==> config.mk <==
export PLATFORM = sky130hd
export DESIGN_NAME = icache_dm
export DESIGN_NICKNAME = d
export VERILOG_FILES = /design/src/rtl/icache_dm.sv
export SDC_FILE = /design/constraint.sdc
export NUM_CORES = 1
export LEC_CHECK = 0
export CAP_MARGIN = 10
export CORE_MARGIN = 10
export CORE_UTILIZATION = 40
export DETAILED_ROUTE_END_ITERATION = 12
export PLACE_DENSITY = 0.54
export SYNTH_ARGS = -nofsm -noshare
export SYNTH_HDL_FRONTEND = slang
export SYNTH_SLANG_ARGS = --single-unit
==> constraint.sdc <==
create_clock -name CLK -period 14.8 [get_ports CLK]
set_input_delay 2.96 -clock CLK [delete_from_list [all_inputs] [get_ports CLK]]
set_output_delay 2.96 -clock CLK [all_outputs]
set_load 0.02 [all_outputs]
==> src/rtl/icache_dm.sv <==
// icache_dm: direct-mapped read-only instruction cache with block refill.
// A hit is answered combinationally. A miss stalls fetch while the whole
// 128-bit block is read from instruction memory.
module icache_dm #(
  parameter int unsigned INDEX_BITS = 3
) (
  input  logic          CLK,
  input  logic          RESET,
  input  logic [31:0]   ADDRESS,
  output logic [31:0]   INSTRUCTION,
  output logic          BUSYWAIT,
  output logic          MEM_READ,
  output logic [27:0]   MEM_ADDRESS,
  input  logic [127:0]  MEM_READDATA,
  input  logic          MEM_BUSYWAIT
);

  localparam int unsigned LINES = 1 << INDEX_BITS;
  localparam int unsigned TAG_W = 28 - INDEX_BITS;

  localparam logic [1:0] IDLE   = 2'd0;
  localparam logic [1:0] READ   = 2'd1;
  localparam logic [1:0] UPDATE = 2'd2;

  logic [1:0]            state;
  logic [1:0]            next_state;
  logic                  busy;

  logic [LINES-1:0]      valid;
  logic [TAG_W-1:0]      tag_mem  [LINES];
  logic [127:0]          data_mem [LINES];

  logic [27:0]           miss_addr;
  logic [127:0]          fill_data;
  logic                  mem_read_q;

  logic [INDEX_BITS-1:0] index;
  logic [TAG_W-1:0]      addr_tag;
  logic [INDEX_BITS-1:0] miss_index;
  logic [TAG_W-1:0]      miss_tag;
  logic                  hit;
  logic [31:0]           word;
  logic                  unused_addr_bits;

  // Address fields of the current fetch and of the latched miss
  assign index      = ADDRESS[3+INDEX_BITS:4];
  assign addr_tag   = ADDRESS[31:4+INDEX_BITS];
  assign miss_index = miss_addr[INDEX_BITS-1:0];
  assign miss_tag   = miss_addr[27:INDEX_BITS];
  assign unused_addr_bits = ^ADDRESS[1:0];

  // Lookup and word select for the current address
  always_comb begin
    hit  = valid[index] && (tag_mem[index] == addr_tag);
    word = data_mem[index][{ADDRESS[3:2], 5'b0} +: 32];
  end

  // State register
  always_ff @(posedge CLK or posedge RESET) begin
    if (RESET) state <= IDLE;
    else       state <= next_state;
  end

  // Next-state and stall decode
  always_comb begin
    next_state = state;
    busy       = 1'b1;
    case (state)
      IDLE: begin
        busy = !hit;
        if (!hit) next_state = READ;
      end
      READ: begin
        if (!MEM_BUSYWAIT) next_state = UPDATE;
      end
      UPDATE: begin
        next_state = IDLE;
      end
      default: begin
        next_state = IDLE;
      end
    endcase
  end

  // Fetch-side outputs are forced quiet while reset is held
  always_comb begin
    BUSYWAIT    = RESET ? 1'b0  : busy;
    INSTRUCTION = RESET ? 32'b0 : word;
  end

  // Memory read request tracks the READ state as a flop
  always_ff @(posedge CLK or posedge RESET) begin
    if (RESET) mem_read_q <= 1'b0;
    else       mem_read_q <= (next_state == READ);
  end

  assign MEM_READ    = mem_read_q;
  assign MEM_ADDRESS = miss_addr;

  // Latch the missing block address when leaving IDLE
  always_ff @(posedge CLK or posedge RESET) begin
    if (RESET)                         miss_addr <= 28'b0;
    else if (state == IDLE && !hit)    miss_addr <= ADDRESS[31:4];
  end

  // Capture the returned block once memory stops stalling
  always_ff @(posedge CLK or posedge RESET) begin
    if (RESET)                              fill_data <= 128'b0;
    else if (state == READ && !MEM_BUSYWAIT) fill_data <= MEM_READDATA;
  end

  // Valid bits: cleared by reset, set when a line is installed
  always_ff @(posedge CLK or posedge RESET) begin
    if (RESET)                valid <= '0;
    else if (state == UPDATE) valid[miss_index] <= 1'b1;
  end

  // Tag and data arrays: install the refilled line, evicting unconditionally
  always_ff @(posedge CLK) begin
    if (state == UPDATE) begin
      tag_mem[miss_index]  <= miss_tag;
      data_mem[miss_index] <= fill_data;
    end
  end

endmodule

==> out/results.ini, run 1 <==
[timing]
period_needed_ns=10.38
fin_crit_sh=0.7011
hold_slack_ns=0.4686
finalClockSkew_ns=0.02347
fin_tns_setup_ns=0
finalMaxSlewViolations=0
worst_pin_slew_ns=1.046
max_slew_margin=0.3027
setup_slack_ns=4.424
hold_viol=0
setup_viol=0
rsz0062_at_grt=false
max_freq_mhz=96.37

[worst_setup_path]
reg2reg_to=data_mem[4][82]$_DFFE_PP_
crit_buf_inv=4
start_kind=primary input
crit_family=buffers and inverters
cpPeakStageDelay_ns=0.80
slowest_stage=buf_4
worstPathArrival_ns=7.42
crit_path_end_kind=primary output
crit_chain=buf_8, buf_4, buf_4, mux4_2, mux4_2, mux2i_1, nor2_1, clkdlybuf4s50_1
crit_fanout=77
r2r_cells=4
cp.required_ns=11.84
worstReg2RegStart=MEM_ADDRESS[0]$_DFFE_PP0P_
worstSetupPathType=in -> out
reg2reg_slack_ns=10.98

[synthesis]
synthCells=2250
ys_warn_count=0
ys_async_sr_fraction=0.1201
synth_nets=2413
yosysUniqueCellTypes=53
synthesis.area_mm2=0.05311
synth-seq-cells=1391
synth_edf_count=1224
synth_ff_type=edfxtp_1
avgSynthCellArea_um2=23.61
yosysSeqAreaShare=0.7707

[global_routing]
grt_pass1_wl_mm=181.3
first_global_vias=26360
grt_overflow=0
grt_max_degree=118
grt_usage=0.1684
antenna_found_initial=8

[place]
gp_congestion=0.7338
portBuffers=222
pre_cts_ws_ns=4.295
dpl.hpwl_mm=66.59

[route]
vias=24030
wl_mm=123.6
drt_iter0_drc=1740
ant_nets=0
vias_per_cell=5.423
wire_per_inst_um=27.89
drt_first_pass_iters=5
post-route-drc-count=0

[cts]
cts_tree=yes
cts_hold_buf=0
cts-root-buf=clkbuf_16
cts_sinks=1391
clk_path_buf_depth=3
clkLatencyLatePin_ns=0.77
cts.clk_slew.worst_paths_ns=0.06
cts_max_level=4
cts_resized=0
post_cts_buffers=0
cts_buffers=148

[power]
pwr_density_cell_mw_per_mm2=155.4
fin_total_pwr_mw=9.684
total_leakage_power_nw=20.08
ir_drop_mv=0.1229

[floorplan]
die_w_um=384.4
initial_utilization=0.4035
core-area_mm2=0.1316
design.die.area_mm2=0.1478
die_y_um=384.4
rows=133
io-pin-count=225

[min_path]
hold_path_depth=1
hold_path_startpoint=valid[6]$_DFFE_PP0P_
hold_path_end=valid[6]$_DFFE_PP0P_
hold_path.class=reg -> reg

[finish]
final_layout_size_suffix_gt1_frac=0.2963
layout.cells.most_common_list=edfxtp_1 (1,224), mux4_2 (348), clkdlybuf4s50_1 (216)
final_core_util=0.4734
layout_commonest_cell=edfxtp_1
syn_to_final_growth_pct=17.32
nNetsFinal=2711

[outcome]
status=finished clean

[job]
drv_cap=0

[per-stage QoR]
stage | instance area, um2 | instances
final | 62310 | 4431
after floorplan | 53110 | 2250
after global placement | 57400 | 4153
after global routing | 62300 | 4428
after detailed placement | 57400 | 4153
after CTS | 62300 | 4428
[worst max-delay path by stage]
stage	from	endpoint	slack (ns)	depth (start not counted)
floorplan	MEM_ADDRESS[0]$_DFFE_PP0P_	valid[0]$_DFFE_PP0P_	2.38	3
global placement	ADDRESS[4]	INSTRUCTION[22]	4.34	8
detailed placement	ADDRESS[4]	INSTRUCTION[22]	4.29	8
CTS	ADDRESS[4]	INSTRUCTION[22]	4.29	8
global route	ADDRESS[4]	INSTRUCTION[22]	4.03	8
finish	ADDRESS[4]	INSTRUCTION[22]	4.42	8
[layout make-up]
class                   count  area, um2
flip-flops and latches   1391      40930
multi-input cells         743      11650
clock inverters            70      738.2
repair buffers            260       2596
well taps                1755       2196
inverters                   4      22.52
fillers                 10640      69320
clock buffers             205       4164
diodes                      3      7.507
[layer usage]
metal | up-vias | part of all wire | wire (um) | global-route usage
met5 | - | 0 | 0 | 0
met2 | 645 | 0.49 | 61090 | 0.2770
li1 | 10120 | - | - | -
met1 | 13110 | 0.42 | 52370 | 0.2239
met3 | 155 | 0.062 | 7616 | 0.03996
met4 | 0 | 0.020 | 2523 | 0.04653
[power breakdown]
part	leakage, nW	total (mW)	switching [mW]	internal, mW
registers	13.0	5.22	0.353	4.87
clock network	2.39	3.68	1.48	2.20
logic	4.72	0.783	0.396	0.387
[Yosys cell counts (8+ instances only)]
cell | n | area (um2)
mux2i_1 | 47 | 470.5
edfxtp_1 | 1224 | 36760
mux4_2 | 348 | 7838
or2_2 | 10 | 62.56
nor3_1 | 8 | 40.04
buf_1 | 33 | 123.9
clkbuf_1 | 45 | 168.9
mux4_1 | 8 | 210.2
o21a_1 | 8 | 60.06
nor2_1 | 41 | 153.9
mux2_1 | 20 | 225.2
dfrtp_1 | 167 | 4179
o22ai_1 | 11 | 68.82
buf_2 | 18 | 90.09
mux2_2 | 162 | 1824
xor2_1 | 12 | 105.1
[registers in the layout, summed over array words and instances, names as in the netlist]
register	count
state	2
valid	8
data_mem	1024
MEM_ADDRESS	28
MEM_READ	1
fill_data	128
tag_mem	200
[cells by family (layout without fill, tap and decap cells)]
kind of cell	Yosys count	after routing	share of synthesized area
flops	1391	1391	0.7707
other cells	0	3	0
compound gates	39	39	0.005725
xor+xnor	18	18	0.002968
buf+inv	116	539	0.01102
simple gates	99	99	0.009918
mux	587	587	0.1997
Power figures use the tool's default switching activity.
==> run 2, diff against run 1 <==
Clock period 14.8 ns to 10.9 ns, I/O delays scaled along.
==> run 2 against run 1 <==
Effect of this change:
- clock skew rose by 0.0028 ns
- register-to-register slack got worse by 3.8 ns
- combinational power rose by 35%
- sequential cell count is the same
- total power is 37% higher
- highest routed layer unchanged
- worst hold slack got worse by 0.0060 ns
- via count decreased by 0.23%
- first-iteration DRC count rose by 6.6%
- utilization barely moved
- wire length fell by 0.58%
- largest cell class unchanged
- largest power group unchanged
- sequential power up 36%
- worst setup slack got worse by 1.8 ns
==> out/results.ini, run 2 (synthesized netlist as in run 1, its figures left out) <==
[outcome]
status=finished clean

[floorplan]
io-pin-count=225  ; unchanged
die_w_um=384.4  ; unchanged
initial_utilization=0.4035  ; unchanged
die_y_um=384.4  ; unchanged
rows=133  ; unchanged
core-area_mm2=0.1316  ; unchanged
design.die.area_mm2=0.1478  ; unchanged

[timing]
hold_slack_ns=0.4626  ; -0.005998 ns
max_slew_margin=0.2051  ; -0.09757
fin_crit_sh=0.7549
rsz0062_at_grt=false
finalClockSkew_ns=0.02627  ; +0.002803 ns
setup_viol=0  ; unchanged
fin_tns_setup_ns=0  ; unchanged
max_freq_mhz=121.5
finalMaxSlewViolations=0  ; unchanged
period_needed_ns=8.229
setup_slack_ns=2.671  ; -1.752 ns
hold_viol=0  ; unchanged
worst_pin_slew_ns=1.192  ; +0.1463 ns

[power]
pwr-share-comb=0.080  ; about the same
power.share.clock=0.383  ; +0.003
total_leakage_power_nw=20.11  ; +0.14%
pwr_density_cell_mw_per_mm2=212.0  ; +36%
p_sw_mw=3.068  ; +37%
seq_power_share=0.537  ; -0.002
switching_share=0.2320  ; +0.001591
internal_power_mw=10.16  ; +36%
ir_drop_mv=0.1368  ; +11%

[global_routing]
grt_pass1_wl_mm=181.5  ; +0.10%
grt_max_degree=153  ; +30%
grt_overflow=0  ; unchanged
first_global_vias=26030  ; -1.2%
grt_usage=0.1674  ; -0.0009549
antenna_found_initial=3  ; -5

[finish]
nNetsFinal=2709  ; -0.074%
antenna_cells=0  ; -3
nFillCells=10750  ; +1.0%
layout.cells.most_common_list=edfxtp_1 (1,224), mux4_2 (348), clkdlybuf4s50_1 (216)
largest_reg_flops=1024  ; unchanged
top_regs=data_mem: 1024 flops, tag_mem: 200 flops, fill_data: 128 flops
syn_to_final_growth_pct=17.43  ; about the same
final_layout_size_suffix_gt1_frac=0.2973  ; +0.001011
fin_area_mm2=0.06237  ; about the same
layout_commonest_cell=edfxtp_1
regMostFlops=data_mem
fin_cells=4429  ; -0.045%

[cts]
clkLatencyLatePin_ns=0.77  ; about the same
cts-root-buf=clkbuf_16
clk_path_buf_depth=3  ; unchanged
cts_sinks=1391  ; unchanged
cts_max_level=4  ; unchanged
cts_tree=yes
cts_resized=0  ; unchanged
cts_hold_buf=0  ; unchanged
cts.clk_slew.worst_paths_ns=0.06  ; about the same
cts_buffers=149  ; +0.68%
post_cts_buffers=0  ; unchanged

[worst_setup_path]
crit_path_end_kind=primary output
cp.required_ns=8.72  ; -3.12 ns
start_kind=primary input
crit_fanout=87  ; +13%
worstSetupPathType=in -> out
worstPathArrival_ns=6.05  ; -1.37 ns

[route]
drt_iter0_drc=1855  ; +6.6%
ant_nets=0  ; unchanged
wl_mm=122.9  ; -0.58%
vias=23980  ; -0.23%
vias_per_cell=5.413  ; -0.19%
post-route-drc-count=0  ; unchanged
drt_first_pass_iters=5  ; unchanged
wire_per_inst_um=27.75  ; -0.53%

[place]
pre_cts_ws_ns=2.519  ; -1.776 ns
portBuffers=222  ; unchanged
dpl.hpwl_mm=64.92  ; -2.5%
gp_congestion=0.7129  ; -2.8%
dp.cells=4150  ; -0.072%
postPlaceCellArea_mm2=0.05742  ; about the same

[min_path]
hold_path.class=reg -> reg

[job]
drv_cap=0  ; unchanged

[run 2: cell types whose count changed in the layout (fill, tap and decap cells not counted), sizes merged]
cell    previous run  this run
clkinv            52        46
buf               43        40
bufinv            13        14
diode              3         0
inv                6        10
clkbuf           206       211
[run 2: per-layer routing]
metal  part of all wire  vias to the layer above  track usage
met4              0.019                        0      0.04279
met3              0.050                      157      0.03217
met2               0.50                      586       0.2783
li1                   -                    10120            -
met1               0.43                    13110       0.2265
met5                  0                        -            0
[run 2: final cells by class]
| class | instances | area (um2) | share of cell area |
|---|---|---|---|
| Tap cell | 1755 | 2196 | 0.03521 |
| Sequential cell | 1391 | 40930 | 0.6563 |
| Clock inverter | 69 | 768.2 | 0.01232 |
| Timing Repair Buffer | 257 | 2599 | 0.04167 |
| Multi-Input combinational cell | 743 | 11660 | 0.1870 |
| Clock buffer | 210 | 4184 | 0.06709 |
| Inverter | 4 | 22.52 | 0.0003611 |
[run 2: final timing paths]
check	end	from	depth (start not counted)	slack [ns]
setup / recovery	BUSYWAIT	ADDRESS[4]	9	2.67
hold / removal	valid[4]$_DFFE_PP0P_	valid[4]$_DFFE_PP0P_	1	0.46
setup reg to reg	data_mem[5][111]$_DFFE_PP_	state[0]$_DFF_PP0_	4	7.19
hold reg to reg	valid[4]$_DFFE_PP0P_	valid[4]$_DFFE_PP0P_	1	0.46
max in group asynchronous	fill_data[75]$_DFFE_PP0P_	RESET	4	7.79
min in group asynchronous	fill_data[95]$_DFFE_PP0P_	RESET	3	1.88
[run 2: power groups by stage]
stage / clock network, mW / registers, mW / logic, mW
2_1_floorplan: 0 / 7.09 / 0.625
3_3_place_gp: 0 / 7.15 / 1.08
3_5_place_dp: 0 / 7.23 / 1.08
4_1_cts: 5.20 / 7.12 / 1.09
5_1_grt: 5.42 / 7.20 / 1.14
6_report: 5.06 / 7.10 / 1.06
[run 2: worst max-delay path, cell delays in order]
cell             delay [ns]
buf_8                  0.68
mux4_1                 0.66
mux2i_1                0.18
xor2_1                 0.38
o2111ai_1              0.16
or4_1                  0.50
or3_4                  0.44
o21a_1                 0.21
clkdlybuf4s50_1        0.54
[run 2: stage by stage]
step | util | total power [mW]
floorplan | - | 7.717
global placement | 0.4362 | 8.230
detailed placement | 0.4362 | 8.313
CTS | 0.4738 | 13.41
global route | 0.4738 | 13.75
finish | 0.4738 | 13.22
==> run 3, diff against run 2 <==
Clock period 10.9 ns to 8.3 ns, I/O delays scaled along.
==> run 3 against run 2 <==
Effect of this change:
- non-clock buffer count grew 3
- worst setup slack got worse by 1.4 ns
- clock-buffer cell count fell by 9
- first-iteration DRC count fell by 5.4%
- die area is the same
- sequential share of layout area barely moved
- total power increased by 31%
- combinational power up 31%
- clock power is 31% higher
- cell area is essentially flat
- utilization hardly changed
- worst hold slack lost 0.0013 ns
- largest cell class unchanged
==> out/results.ini, run 3 (synthesized netlist as in run 1, its figures left out) <==
[floorplan]
design.die.area_mm2=0.1478  ; unchanged
rows=133  ; unchanged
die_w_um=384.4  ; unchanged
io-pin-count=225  ; unchanged
initial_utilization=0.4035  ; unchanged
die_y_um=384.4  ; unchanged
core-area_mm2=0.1316  ; unchanged

[min_path]
hold_path_startpoint=valid[3]$_DFFE_PP0P_
hold_path_depth=1  ; unchanged
hold_path.class=reg -> reg

[worst_setup_path]
worstPathArrival_ns=5.37  ; -0.68 ns
crit_fanout=64  ; -26%
reg2reg_slack_ns=4.65  ; -2.54 ns
reg2reg_to=data_mem[6][105]$_DFFE_PP_
r2r_cells=4  ; unchanged
worstSetupPathType=in -> out
worstReg2RegStart=MEM_ADDRESS[0]$_DFFE_PP0P_
crit_path_end_kind=primary output
endpoint=BUSYWAIT
cp.required_ns=6.64  ; -2.08 ns
start_kind=primary input
worstSetupStartpoint=ADDRESS[6]

[cts]
cts_max_level=4  ; unchanged
clk_path_buf_depth=3  ; unchanged
clkLatencyLatePin_ns=0.77  ; about the same
cts_tree=yes
cts_hold_buf=0  ; unchanged
cts-root-buf=clkbuf_16
cts_sinks=1391  ; unchanged
post_cts_buffers=0  ; unchanged
cts_resized=0  ; unchanged
cts_buffers=149  ; unchanged
cts.clk_slew.worst_paths_ns=0.06  ; about the same

[power]
pwr-share-comb=0.080  ; about the same
total_leakage_power_nw=20.15  ; +0.20%
pwr_density_cell_mw_per_mm2=277.7  ; +31%
internal_power_mw=13.29  ; +31%
switching_share=0.2334  ; +0.001356
fin_total_pwr_mw=17.33  ; +31%
power.share.clock=0.381  ; -0.002
p_sw_mw=4.044  ; +32%
ir_drop_mv=0.1855  ; +36%
seq_power_share=0.538  ; about the same

[finish]
multi_input_area_mm2=0.01166  ; unchanged
layout_commonest_cell=edfxtp_1
antenna_cells=0  ; unchanged
nNetsFinal=2712  ; +0.11%
fin_area_mm2=0.06241  ; about the same
top_regs=data_mem: 1024 flops, tag_mem: 200 flops, fill_data: 128 flops
final_core_util=0.4741  ; about the same
final_layout_size_suffix_gt1_frac=0.3039  ; +0.006618
nFillCells=10740  ; -0.093%
layout.cells.most_common_list=edfxtp_1 (1,224), mux4_2 (348), clkdlybuf4s50_1 (216)
seq_area_mm2=0.04093  ; unchanged
regMostFlops=data_mem
fin_cells=4430  ; +0.023%
largest_reg_flops=1024  ; unchanged
syn_to_final_growth_pct=17.50  ; about the same

[global_routing]
grt_usage=0.1683  ; +0.0009167
grt_overflow=0  ; unchanged
grt_pass1_wl_mm=181.9  ; +0.19%
antenna_found_initial=9  ; +6
grt_max_degree=109  ; -29%
first_global_vias=26130  ; +0.39%

[route]
wl_mm=123.2  ; +0.26%
drt_iter0_drc=1754  ; -5.4%
vias=23870  ; -0.43%
wire_per_inst_um=27.81  ; +0.24%
ant_nets=0  ; unchanged
vias_per_cell=5.389  ; -0.45%
drt_first_pass_iters=5  ; unchanged
post-route-drc-count=0  ; unchanged

[timing]
worst_pin_slew_ns=1.092  ; -0.09990 ns
period_needed_ns=7.030
setup_slack_ns=1.270  ; -1.401 ns
finalClockSkew_ns=0.02531  ; -0.0009628 ns
rsz0062_at_grt=false
hold_viol=0  ; unchanged
fin_crit_sh=0.8470
fin_tns_setup_ns=0  ; unchanged
max_slew_margin=0.2717  ; +0.06660
hold_slack_ns=0.4612  ; -0.001312 ns
max_freq_mhz=142.2
finalMaxSlewViolations=0  ; unchanged
setup_viol=0  ; unchanged

[job]
drv_cap=0  ; unchanged

[place]
portBuffers=222  ; unchanged
gp_congestion=0.7229  ; +1.4%
pre_cts_ws_ns=1.221  ; -1.298 ns
dp.cells=4153  ; +0.072%
postPlaceCellArea_mm2=0.05746  ; about the same
dpl.hpwl_mm=66.49  ; +2.4%

[outcome]
status=finished clean

run 3: cell types whose count changed in the layout (fill, tap and decap cells not counted), moves of 3 or more:
cell       delta
bufinv_16     -3
inv_6         -3
clkinv_2     +15
clkinv_1      -5
clkbuf_1     -12
run 3: cell type report:
class / instances / area share
Clock buffer: 201 / 0.06734
Clock inverter: 76 / 0.01189
Inverter: 4 / 0.0003609
Multi-Input combinational cell: 743 / 0.1869
Sequential cell: 1391 / 0.6559
Tap cell: 1755 / 0.03519
Timing Repair Buffer: 260 / 0.04240
run 3: layer usage:
metal / share of wire / track usage
met1: 0.43 / 0.2239
met2: 0.50 / 0.2758
met3: 0.056 / 0.03996
met4: 0.023 / 0.04844
met5: 0 / 0
run 3: power by group through the flow:
stage               Sequential, mW  Clock [mW]  Combinational (mW)
floorplan                     9.31           0               0.821
global placement              9.40           0                1.42
detailed placement            9.49           0                1.43
CTS                           9.35        6.79                1.44
global route                  9.45        7.08                1.50
finish                        9.33        6.61                1.39
run 3: worst max-delay path: stages:
cell and delay, ns:
clkbuf_8 0.53, buf_4 0.82, mux2i_1 0.35, xor2_1 0.39, nand4_1 0.23, or3_4 0.47, o21a_1 0.22, clkdlybuf4s50_1 0.54
run 3: worst min-delay path by stage:
stage / end
final: valid[3]$_DFFE_PP0P_
after global routing: valid[7]$_DFFE_PP0P_
after CTS: valid[6]$_DFFE_PP0P_
after detailed placement: valid[6]$_DFFE_PP0P_
after global placement: valid[2]$_DFFE_PP0P_
after floorplan: valid[2]$_DFFE_PP0P_
==> RTL change 1 (flow settings as in run 1) <==
Change the parameter `INDEX_BITS` from 3 to 2.
--- a/src/rtl/icache_dm.sv
+++ b/src/rtl/icache_dm.sv
@@ -2,7 +2,7 @@
 // A hit is answered combinationally. A miss stalls fetch while the whole
 // 128-bit block is read from instruction memory.
 module icache_dm #(
-  parameter int unsigned INDEX_BITS = 3
+  parameter int unsigned INDEX_BITS = 2
 ) (
   input  logic          CLK,
   input  logic          RESET,
Function: not settled (the Yosys comparison gave no result); the edit may change what the design does.
==> RTL change 1 against run 1 <==
  * Power fell by 41%
  * Setup slack better by 0.31 ns
  * Count of clock-buffer cells in the layout is 91 lower
  * Sequential cell count decreased by 612
  * Cell area down 42%
  * Non-clock buffer count decreased by 17
  * Clock skew is 0.0083 ns lower
  * Area after synthesis decreased by 44%
  * Via count fell by 42%
  * Wire length decreased by 47%
  * Core utilization grew 1.3 points
  * Clock power shrank 42%
  * Largest cell class unchanged
  * Highest routed layer is now met5
==> RTL change 1: results (changes against run 1) <==
metric,value,unit,change
regToRegStartpoint,tag_mem[2][14],,was MEM_ADDRESS[0]
fill_cells,6100,,was 10639
outcome,"finished, final reports clean",,unchanged
worstPathArrival,7.11,ns,was 7.42 ns
cpPeakStageDelay,0.94,ns,was 0.80 ns
r2r-end,MEM_ADDRESS[23],,was data_mem[4][82]
drtIter0Drc,719,,was 1740
finalWirelength,66.1,mm,was 124 mm
dp.cells,2488,,was 4153
rrSetupSlack,11.24,ns,was 10.98 ns
cts_buffers,85,,was 148
min_from,valid[2],,was valid[6]
grt_pass1_vias,15378,,was 26359
place_ws,4.72,ns,was 4.29 ns
diodes,0,,was 3
hpwl,37.3,mm,was 66.6 mm
ys_async_sr_fraction,0.209,,was 0.120
grt_usage,0.154,,was 0.168
synth.distinct_cells,50,,was 53
ys_top_cells_by_area,"edfxtp_1 (62%), dfrtp_1 (14%), mux4_2 (12%)",,"was edfxtp_1 (69%), mux4_2 (15%), dfrtp_1 (7.9%)"
gp_congestion,0.772,,was 0.734
hold-path-endpoint,valid[2],,was valid[6]
synth-seq-area-share,0.754,,was 0.771
vdd_ir_drop_max,73.3,uV,was 123 uV
synthCells,1340,,was 2250
synthTopCellsByCount,"edfxtp_1 (616), dfrtp_1 (163), mux4_2 (163)",,"was edfxtp_1 (1224), mux4_2 (348), dfrtp_1 (167)"
cp_max_fo,74,,was 77
drive_gt1_frac,0.294,,was 0.296
## RTL change 1: how the worst max path moves through the flow
stage	from	end	slack, ns	cells after the start
detailed placement	ADDRESS[5]	BUSYWAIT	4.72	9
global placement	ADDRESS[5]	BUSYWAIT	4.74	9
floorplan	state[0]	valid[0]	1.84	3
finish	ADDRESS[5]	BUSYWAIT	4.73	9
CTS	ADDRESS[5]	BUSYWAIT	4.70	9
global route	ADDRESS[5]	BUSYWAIT	4.58	9
## RTL change 1: cell families (layout without fill, tap and decap cells)
| family | after synthesis | count (layout) | synth area share |
|---|---|---|---|
| compound gates | 39 | 39 | 0.00932 |
| xor+xnor | 14 | 14 | 0.00410 |
| buf+inv | 70 | 409 | 0.0112 |
| flops | 779 | 779 | 0.754 |
| mux | 364 | 364 | 0.206 |
| simple gates | 74 | 74 | 0.0150 |
## RTL change 1: power by group through the flow
| stage | sequential [mW] | combinational (mW) | clock, mW |
|---|---|---|---|
| 2_1_floorplan | 3.00 | 0.363 | 0 |
| 3_3_place_gp | 3.00 | 0.615 | 0 |
| 3_5_place_dp | 3.03 | 0.620 | 0 |
| 4_1_cts | 2.98 | 0.622 | 2.18 |
| 5_1_grt | 3.02 | 0.650 | 2.27 |
| 6_report | 2.98 | 0.605 | 2.12 |
## RTL change 1: routing by layer
layer / up-vias / global-route usage / share of wire
li1: 6084 / - / -
met1: 7547 / 0.206 / 0.45
met2: 283 / 0.254 / 0.49
met3: 87 / 0.0302 / 0.041
met4: 4 / 0.0423 / 0.018
met5: - / 0 / 0.00033
## RTL change 1: final cells by class
| class | instances | area [um2] | share of cell area |
|---|---|---|---|
| flip-flops and latches | 779 | 22600 | 0.625 |
| multi-input cells | 491 | 7040 | 0.195 |
| clock buffers | 114 | 2400 | 0.0663 |
| repair buffers | 243 | 2390 | 0.0662 |
| well taps | 969 | 1210 | 0.0336 |
| clock inverters | 46 | 477 | 0.0132 |
| inverters | 6 | 30.0 | 0.000831 |
## RTL change 1: stage by stage
step           hold WS, ns  total power [mW]   util  area, um2
2_1_floorplan        0.430              3.36      -      29900
3_3_place_gp         0.442              3.61  0.447      33300
3_5_place_dp         0.452              3.65  0.447      33300
4_1_cts              0.467              5.79  0.486      36100
5_1_grt              0.485              5.95  0.486      36100
6_report             0.459              5.71  0.486      36100
==> RTL change 2 (settings of run 1) <==
Made on the original files. Make the reset (`RESET`) synchronous in 5 clocked blocks.
--- a/src/rtl/icache_dm.sv
+++ b/src/rtl/icache_dm.sv
@@ -56,7 +56,7 @@
   end
 
   // State register
-  always_ff @(posedge CLK or posedge RESET) begin
+  always_ff @(posedge CLK) begin
     if (RESET) state <= IDLE;
     else       state <= next_state;
   end
@@ -89,7 +89,7 @@
   end
 
   // Memory read request tracks the READ state as a flop
-  always_ff @(posedge CLK or posedge RESET) begin
+  always_ff @(posedge CLK) begin
     if (RESET) mem_read_q <= 1'b0;
     else       mem_read_q <= (next_state == READ);
   end
@@ -98,19 +98,19 @@
   assign MEM_ADDRESS = miss_addr;
 
   // Latch the missing block address when leaving IDLE
-  always_ff @(posedge CLK or posedge RESET) begin
+  always_ff @(posedge CLK) begin
     if (RESET)                         miss_addr <= 28'b0;
     else if (state == IDLE && !hit)    miss_addr <= ADDRESS[31:4];
   end
 
   // Capture the returned block once memory stops stalling
-  always_ff @(posedge CLK or posedge RESET) begin
+  always_ff @(posedge CLK) begin
     if (RESET)                              fill_data <= 128'b0;
     else if (state == READ && !MEM_BUSYWAIT) fill_data <= MEM_READDATA;
   end
 
   // Valid bits: cleared by reset, set when a line is installed
-  always_ff @(posedge CLK or posedge RESET) begin
+  always_ff @(posedge CLK) begin
     if (RESET)                valid <= '0;
     else if (state == UPDATE) valid[miss_index] <= 1'b1;
   end
Formal check against the unedited RTL: not equivalent (a bounded check fails within 4 cycles, from zero or initial values and one cycle with RESET high; the reset may be asserted at any time).
==> RTL change 2 against run 1 <==
  * Sequential cell count unchanged
  * Critical path depth is 2 higher
  * Wire length rose by 2.5%
  * Clock power down 5%
  * Setup slack worse by 0.21 ns
  * Area after synthesis decreased by 0.66%
  * Highest routed layer is now met5
  * Largest power group unchanged
  * Power is 14% lower
  * Sequential share of layout area shrank 0.61 points
  * Cell area fell by 1.1%
==> RTL change 2: results (changes against run 1) <==
metric,value,unit,change
diodes,0,,was 3
min_from,valid[3],,was valid[6]
hold-path-endpoint,valid[3],,was valid[6]
grt_pass1_vias,27183,,was 26359
cp_max_fo,68,,was 77
hold_path_depth,2,,was 1
regToRegStartpoint,state[0],,was MEM_ADDRESS[0]
ys_async_sr_fraction,0,,was 0.120
route.met2.wl,61.7,mm,was 61.1 mm
power_clock,3.51,mW,was 3.68 mW
worstPathArrival,7.63,ns,was 7.42 ns
wl_met3,6.01,mm,was 7.62 mm
synthesis.nets,2785,,was 2413
r2r-end,data_mem[7][55],,was data_mem[4][82]
rrSetupSlack,11.14,ns,was 10.98 ns
grt_max_degree,129,,was 118
p_int,6.53,mW,was 7.45 mW
timing.hold.ws,0.476,ns,was 0.469 ns
drive_gt1_frac,0.209,,was 0.296
synth.distinct_cells,41,,was 53
outcome,"finished, final reports clean",,unchanged
grt_usage,0.172,,was 0.168
synthXorXnorAreaFrac,0.00232,,was 0.00297
ys_top_cells_by_area,"edfxtp_1 (70%), mux4_2 (15%), dfxtp_1 (6.3%)",,"was edfxtp_1 (69%), mux4_2 (15%), dfrtp_1 (7.9%)"
hpwl,67.6,mm,was 66.6 mm
p_leak,20.7,nW,was 20.1 nW
nets,3040,,was 2711
p_seq_frac,0.525,,was 0.539
tightest_slew,1.10,ns,was 1.05 ns
grt_pass1_wl,187,mm,was 181 mm
synth_compound_area_frac,0.0181,,was 0.00572
dpl-instance-area,57000,um2,was 57400 um2
gr-usage-met3,0.0303,,was 0.0400
p_seq,4.35,mW,was 5.22 mW
wl_met1,56.3,mm,was 52.4 mm
vdd_ir_drop_max,115,uV,was 123 uV
synth-seq-area-share,0.760,,was 0.771
gp_congestion,0.730,,was 0.734
muxShareOfSynthArea,0.172,,was 0.200
finalWirelength,127,mm,was 124 mm
synthTopCellsByCount,"edfxtp_1 (1224), mux4_2 (348), nand2_1 (259)",,"was edfxtp_1 (1224), mux4_2 (348), dfrtp_1 (167)"
grt.met1_usage,0.239,,was 0.224
antenna_found_initial,10,,was 8
-- RTL change 2: changes by cell type after synthesis, moves of 20 or more --
| cell | delta |
|---|---|
| nand2_1 | +255 |
| dfrtp_1 | -167 |
| dfxtp_1 | +167 |
| mux2_2 | -146 |
| a21oi_1 | +130 |
| mux2i_1 | +59 |
| nand2b_1 | +55 |
| clkbuf_1 | +44 |
| mux2_1 | -20 |
-- RTL change 2: metrics by stage --
stage | setup WS [ns] | std cells | utilization
finish | 4.21 | 4755 | 0.469
CTS | 4.11 | 4755 | 0.469
global route | 3.86 | 4755 | 0.469
floorplan | 2.93 | 2622 | -
detailed placement | 4.12 | 4486 | 0.434
global placement | 4.10 | 4486 | 0.434
-- RTL change 2: cell type report --
type | count | area (um2)
Multi-Input combinational cell | 1082 | 12100
Sequential cell | 1391 | 40100
Timing Repair Buffer | 257 | 2610
Clock buffer | 196 | 3970
Fill cell | 10896 | 69700
Tap cell | 1755 | 2200
Clock inverter | 73 | 642
Inverter | 1 | 3.75
